[src/rtl/pipes.sv]
// Shared pipeline types for the memory stage: access sizes, FSM states and
// the byte-strobe helper used when issuing stores.
package pipes;

  typedef enum logic [1:0] {
    MS_BYTE  = 2'd0,
    MS_HALF  = 2'd1,
    MS_WORD  = 2'd2,
    MS_DWORD = 2'd3
  } msize_t;

  typedef enum logic [1:0] {
    IDLE = 2'd0,
    REQ  = 2'd1,
    WAIT = 2'd2,
    HOLD = 2'd3
  } mem_state_t;

  localparam int MAX_BYTES = 8;

  // Strobe for the widest datapath; narrower callers keep the low XLEN/8 bits,
  // which is safe because aligned accesses never spill past the word.
  function automatic logic [MAX_BYTES-1:0] mem_strobe(input msize_t size,
                                                      input logic [2:0] off);
    logic [MAX_BYTES:0] ones;
    ones = (9'd1 << (4'd1 << size)) - 9'd1;
    return ones[MAX_BYTES-1:0] << off;
  endfunction

endpackage

[src/rtl/load_extend.sv]
// Load-data alignment: shift the addressed lane down, keep 8<<size bits and
// sign- or zero-extend to XLEN. Purely combinational.
module load_extend
  import pipes::*;
#(
  parameter int XLEN = 64
) (
  input  logic [XLEN-1:0]             rawData,
  input  logic [$clog2(XLEN/8)-1:0]   off,
  input  msize_t                      size,
  input  logic                        isUnsigned,
  output logic [XLEN-1:0]             result
);

  localparam int IDX_W = $clog2(XLEN);

  logic [XLEN-1:0]  shifted;
  logic [XLEN-1:0]  hiMask;
  logic [6:0]       widthBits;
  logic [IDX_W-1:0] topIdx;
  logic             signFill;

  // A full-width access shifts hiMask to zero, so no size needs a special case.
  always_comb begin
    shifted   = rawData >> {off, 3'b000};
    widthBits = 7'd8 << size;
    hiMask    = {XLEN{1'b1}} << widthBits;
    topIdx    = IDX_W'(widthBits - 7'd1);
    signFill  = ~isUnsigned & shifted[topIdx];
    result    = (shifted & ~hiMask) | (signFill ? hiMask : '0);
  end

endmodule

[src/rtl/mem_access_unit.sv]
// Memory stage between execute and writeback: issues aligned loads/stores with
// valid/ready on both sides, flags misaligned accesses, passes ALU results through.
module mem_access_unit
  import pipes::*;
#(
  parameter int XLEN  = 64,
  parameter int TAG_W = 32
) (
  input  logic               clk,
  input  logic               reset,
  input  logic               in_valid,
  output logic               in_ready,
  input  logic               in_is_load,
  input  logic               in_is_store,
  input  logic [1:0]         in_size,
  input  logic               in_unsigned,
  input  logic [XLEN-1:0]    in_addr,
  input  logic [XLEN-1:0]    in_wdata,
  input  logic [4:0]         in_dst,
  input  logic [TAG_W-1:0]   in_tag,
  input  logic               flush,
  output logic               req_valid,
  output logic [XLEN-1:0]    req_addr,
  output logic [2:0]         req_size,
  output logic [XLEN/8-1:0]  req_strobe,
  output logic [XLEN-1:0]    req_data,
  input  logic               resp_addr_ok,
  input  logic               resp_data_ok,
  input  logic [XLEN-1:0]    resp_data,
  output logic               out_valid,
  input  logic               out_ready,
  output logic [XLEN-1:0]    out_result,
  output logic [4:0]         out_dst,
  output logic [TAG_W-1:0]   out_tag,
  output logic               out_misalign
);

  localparam int OFF_W  = $clog2(XLEN/8);
  localparam int NBYTES = XLEN/8;

  mem_state_t state, stateNext, acceptTarget;
  logic killed, killedNext;
  logic accept, capture;
  logic inIsMem, inMisalign;
  logic [2:0] alignMask;
  logic [MAX_BYTES-1:0] fullStrobe;

  msize_t           rSize;
  logic [OFF_W-1:0] rOff;
  logic             rUnsigned;
  logic             rIsLoad;
  logic [XLEN-1:0]  loadValue;

  // Decode of the incoming instruction.
  always_comb begin
    inIsMem      = in_is_load | in_is_store;
    alignMask    = 3'((4'd1 << in_size) - 4'd1);
    inMisalign   = (in_size > 2'(OFF_W)) || (|(in_addr[2:0] & alignMask));
    fullStrobe   = mem_strobe(msize_t'(in_size), in_addr[2:0]);
    acceptTarget = (inIsMem && !inMisalign) ? REQ : HOLD;
  end

  // NOTE: state and datapath registers use non-blocking assignments so every
  // register samples pre-edge values regardless of block ordering.
  always_ff @(posedge clk or posedge reset) begin
    if (reset) begin
      state  <= IDLE;
      killed <= 1'b0;
    end else begin
      state  <= stateNext;
      killed <= killedNext;
    end
  end

  // Next-state logic. Once the bus has taken a request it cannot be recalled,
  // so a late flush only marks the entry killed and waits for the data phase.
  always_comb begin
    stateNext  = state;
    killedNext = killed;
    unique case (state)
      IDLE: if (accept) stateNext = acceptTarget;
      HOLD: begin
        if (flush)          stateNext = IDLE;
        else if (accept)    stateNext = acceptTarget;
        else if (out_ready) stateNext = IDLE;
      end
      REQ: begin
        if (resp_addr_ok) begin
          if (resp_data_ok) begin
            stateNext = flush ? IDLE : HOLD;
          end else begin
            stateNext  = WAIT;
            killedNext = flush;
          end
        end else if (flush) begin
          stateNext = IDLE;
        end
      end
      WAIT: begin
        if (resp_data_ok) begin
          stateNext  = (killed || flush) ? IDLE : HOLD;
          killedNext = 1'b0;
        end else if (flush) begin
          killedNext = 1'b1;
        end
      end
      default: stateNext = IDLE;
    endcase
  end

  // NOTE: each signal written here gets a default first so no latch is inferred.
  always_comb begin
    in_ready = 1'b0;
    unique case (state)
      IDLE:    in_ready = !reset;
      HOLD:    in_ready = !reset && out_ready;
      default: in_ready = 1'b0;
    endcase
    accept  = in_valid && in_ready && !flush;
    capture = resp_data_ok && !killed && !flush &&
              ((state == REQ && resp_addr_ok) || state == WAIT);
  end

  load_extend #(.XLEN(XLEN)) u_loadExtend (
    .rawData    (resp_data),
    .off        (rOff),
    .size       (rSize),
    .isUnsigned (rUnsigned),
    .result     (loadValue)
  );

  always_ff @(posedge clk or posedge reset) begin
    if (reset) begin
      rSize        <= MS_BYTE;
      rOff         <= '0;
      rUnsigned    <= 1'b0;
      rIsLoad      <= 1'b0;
      req_valid    <= 1'b0;
      req_addr     <= '0;
      req_size     <= '0;
      req_strobe   <= '0;
      req_data     <= '0;
      out_valid    <= 1'b0;
      out_result   <= '0;
      out_dst      <= '0;
      out_tag      <= '0;
      out_misalign <= 1'b0;
    end else begin
      req_valid <= (stateNext == REQ);
      out_valid <= (stateNext == HOLD);
      if (accept) begin
        rSize        <= msize_t'(in_size);
        rOff         <= in_addr[OFF_W-1:0];
        rUnsigned    <= in_unsigned;
        rIsLoad      <= in_is_load;
        out_dst      <= in_dst;
        out_tag      <= in_tag;
        out_misalign <= inIsMem && inMisalign;
        out_result   <= inIsMem ? '0 : in_addr;
        if (inIsMem && !inMisalign) begin
          req_addr   <= in_addr;
          req_size   <= {1'b0, in_size};
          req_strobe <= in_is_store ? fullStrobe[NBYTES-1:0] : '0;
          req_data   <= in_wdata << {in_addr[OFF_W-1:0], 3'b000};
        end
      end else if (capture) begin
        out_result <= rIsLoad ? loadValue : '0;
      end
    end
  end

endmodule

[config.mk]
export PLATFORM = sky130hd
export DESIGN_NAME = mem_access_unit
export DESIGN_NICKNAME = d
export VERILOG_FILES = /design/src/rtl/pipes.sv /design/src/rtl/load_extend.sv /design/src/rtl/mem_access_unit.sv
export SDC_FILE = /design/constraint.sdc
export NUM_CORES = 1
export LEC_CHECK = 0
export CAP_MARGIN = 5
export CORE_UTILIZATION = 25
export CTS_BUF_LIST = sky130_fd_sc_hd__clkbuf_2
export DETAILED_ROUTE_END_ITERATION = 6
export DONT_BUFFER_PORTS = 1
export PLACE_DENSITY = 0.42
export SETUP_SLACK_MARGIN = 0.15
export SLEW_MARGIN = 20
export SYNTH_ARGS = -nofsm -noshare
export SYNTH_HDL_FRONTEND = slang
export SYNTH_HIERARCHICAL = 1
export SYNTH_SLANG_ARGS = --single-unit
[constraint.sdc]
create_clock -name clk -period 27 [get_ports clk]
set_input_delay 5.4 -clock clk [delete_from_list [all_inputs] [get_ports clk]]
set_output_delay 5.4 -clock clk [all_outputs]
set_load 0.02 [all_outputs]
==> impl_results.md <==
- Status: finished clean
- Synth Net Count: about 1900
- Overflow after GRT: 0
- FMAX: just under 90 MHz
- Worst EP arrival: ~6.1 ns
- Maximum VDD drop: roughly 0.000056 V
- Pins Over Slew Limit: 0
- Final setup fails: 0
- Row cnt: 86
- Synth cell count leaders: 508 x nand2_1, 252 x dfrtp_1, 133 x nor2_1
- Number of max-cap violations: 0
- Power Dens Cells: 124 mW/mm^2
- Layout fillers: between 6000 and 7000
- Sequential share of power: roughly 48%
- PortBufs: 0
- Gate Count Post-Synth: about 1600
- Largest net degree at the start of global routing: approximately 150
- Initial antenna violation count: 4
- CP Data Required Time: between 20 and 25 ns
- Internal Power: around 0.91 mW
- Final nets: approximately 1800
- Endpoint class of the critical path: primary output
- RSZ-0062 raised after global routing: false
- Fin crit period: approximately 11 ns
- Synth top area cells: dfrtp_1 45%, nand2_1 14%, mux2_2 5.0%
- Core Region: around 0.055 mm^2
- Non-Filler Instances: ~2400
- Multi-input logic area: roughly 0.007 mm^2
- Prevailing post-synth register cell: dfrtp_1
- Tot Pwr: 1.87 mW
- Hold Crit Class: flop to flop
- Post-route ant nets: 0
- Register area: around 0.0063 mm^2
- DP HPWL: 39.7 mm
- Setup Total Neg Slack: 0 ns
- Global-route wire length before repair: about 81 mm
- Max-slew headroom: about two fifths
- CP max stage delay: ~0.60 ns
- Switching portion of total power: around half
- Avg WL per Cell: between 20 and 25 um
- Gate power share: 36.2%
- Post-CTS Hold Fix Bufs: 0
- Area Overhead vs Synth: 8.68%
- Skew-Pair Late Insertion Delay: 0.99 ns
- Worst Path Buf+Inv: 0
- Syn. warnings: 6
- DR DRC count: 0
- Clock power frac: ~16%
- Avg Cell Area, Syn: 8.66 um^2
- H-tree levels: 3
- Via Count: 11900
- Area of placed instances: ~0.014 mm^2
- Crit Path Class: primary input to primary output
- Synth cell types: 62
- Post-synth EDFFs: 0
- WL final: 55.4 mm
- CP Max Fanout: 3
- Clock-pin slew on the worst setup and hold paths: ~0.10 ns
- TritonRoute pass-1 iters: 5
- Worst Skew: slightly above 0.07 ns
- Chip Width: around 240 um
- Tot GR Track Use: 19.1%
- Post-route cell area: ~0.015 mm^2
- Initial DRC count: roughly 700
- Die Y: between 200 and 250 um
- Yosys reg bits: between 200 and 300
- Share of cells above drive strength 1: approximately 15%
- Vias in the first global route: ~12000
- Top-area cell type share of the netlist area: 45.3%
- Routed vias/inst: roughly 5
- Placed instance count: about 2200
- Post-synthesis async set-or-reset flop share: 100%
- CTS Buf Count: 80
- Hold Slack: 0.555 ns
- Post-synthesis sequential area ratio: a little under half
- Initial core utilization: roughly a quarter
- Most frequent cell after synthesis: nand2_1
- Setup Fix Bufs, Post-CTS: 0
- Area of the die: around 0.057 mm^2
- Switch Pwr: 0.964 mW
- # IOs: roughly 490
- Pleak: ~7 nW
- Clock sinks: 252
- TritonCTS clock tree: built
- Slew @ Worst Pin: between 0.9 and 1 ns
- CTS Root Cell: clkbuf_2
- Startpoint Class: primary input
- Hold Violations, Final: 0
- Crit path max-delay family: simple AND/OR/NAND/NOR gates
- Final period utilization: between 40% and 50%
- Cell Chain, Critical Path: a21oi_1, nor3_1
- Max stage delay cell, worst path: nor3_1
- Post-cts resize count: 0
- Mapped Area: about 0.014 mm^2
- Area leader, netlist: dfrtp_1
- CTS Buffer Depth: 3
- RD Place Congestion: 0.838
placed cells by master (no fill, tap or decap), types with 18 or more instances in the layout:
master    instances
a21oi_1         121
clkbuf_2        110
nand2_1         507
nand3_1          18
a22oi_1          65
nor2_1          133
mux2i_1          67
dfrtp_1         249
mux2_2           62
o21ai_0          68
area by class of cell:
cell class,instances,share of cell area (%)
well taps,748,6.18
flip-flops and latches,252,41.7
inverters,15,0.421
clock inverters,24,0.686
repair buffers,17,1.03
diodes,2,0.0330
clock buffers,110,3.64
multi-input cells,1214,46.3
worst reg2reg max path: stages (launching register included):
cell and delay [ns]:
dfrtp_1 0.41, inv_1 0.17, ha_1 0.28, a21oi_1 0.10, or4_2 0.68, buf_4 0.36
nand2_4 0.61, buf_4 0.69, nor2_1 0.15, a21oi_1 0.15
layer usage:
metal	up-vias	global-route usage, %	share of wire (%)	routed length, um
li1	5494	-	-	-
met1	5722	22.8	40	21900
met2	550	30.3	46	25700
met3	94	8.40	12	6380
met4	8	6.72	2.6	1420
met5	-	0	0.10	58
through the flow:
stage	util [%]	setup slack, ns
floorplan	-	14.67
global placement	26.2	15.48
detailed placement	26.2	15.49
CTS	27.4	15.49
global route	27.5	15.49
finish	27.5	15.52
state kept, by name, indices dropped and copies added (netlist names), 3 cells and up:
name and count:
req_strobe 8, out_tag 32, req_addr 64, req_data 64, out_dst 5, out_result 64
rOff 3
power groups by stage:
| stage | logic, mW | registers, mW | clock network (mW) |
|---|---|---|---|
| after floorplan | 0.518 | 0.838 | 0 |
| after global placement | 0.680 | 0.910 | 0 |
| after detailed placement | 0.689 | 0.909 | 0 |
| after CTS | 0.693 | 0.903 | 0.317 |
| after global routing | 0.765 | 0.920 | 0.334 |
| final | 0.677 | 0.898 | 0.297 |
worst paths after layout:
check / slack [ns] / to / cells past startpoint / start
max: 15.52 / in_ready / 2 / out_ready
min: 0.56 / rOff[1] / 2 / rOff[1]
max reg2reg: 23.33 / out_result[31] / 9 / state[0]
min reg2reg: 0.56 / rOff[1] / 2 / rOff[1]
max in group asynchronous: 21.10 / rOff[0] / 2 / reset
min in group asynchronous: 4.33 / out_tag[5] / 1 / reset
kinds of logic (layout without fill, tap and decap cells):
group / count (synthesis) / count (layout) / synth area share (%)
simple gates: 707 / 707 / 20.2
flops: 252 / 252 / 45.3
fa+ha+maj: 5 / 5 / 0.449
other cells: 1 / 3 / 0.0269
buf+inv: 143 / 166 / 4.69
mux: 146 / 146 / 12.5
compound gates: 355 / 355 / 16.8
No activity file was read; power rests on OpenSTA's default activity.
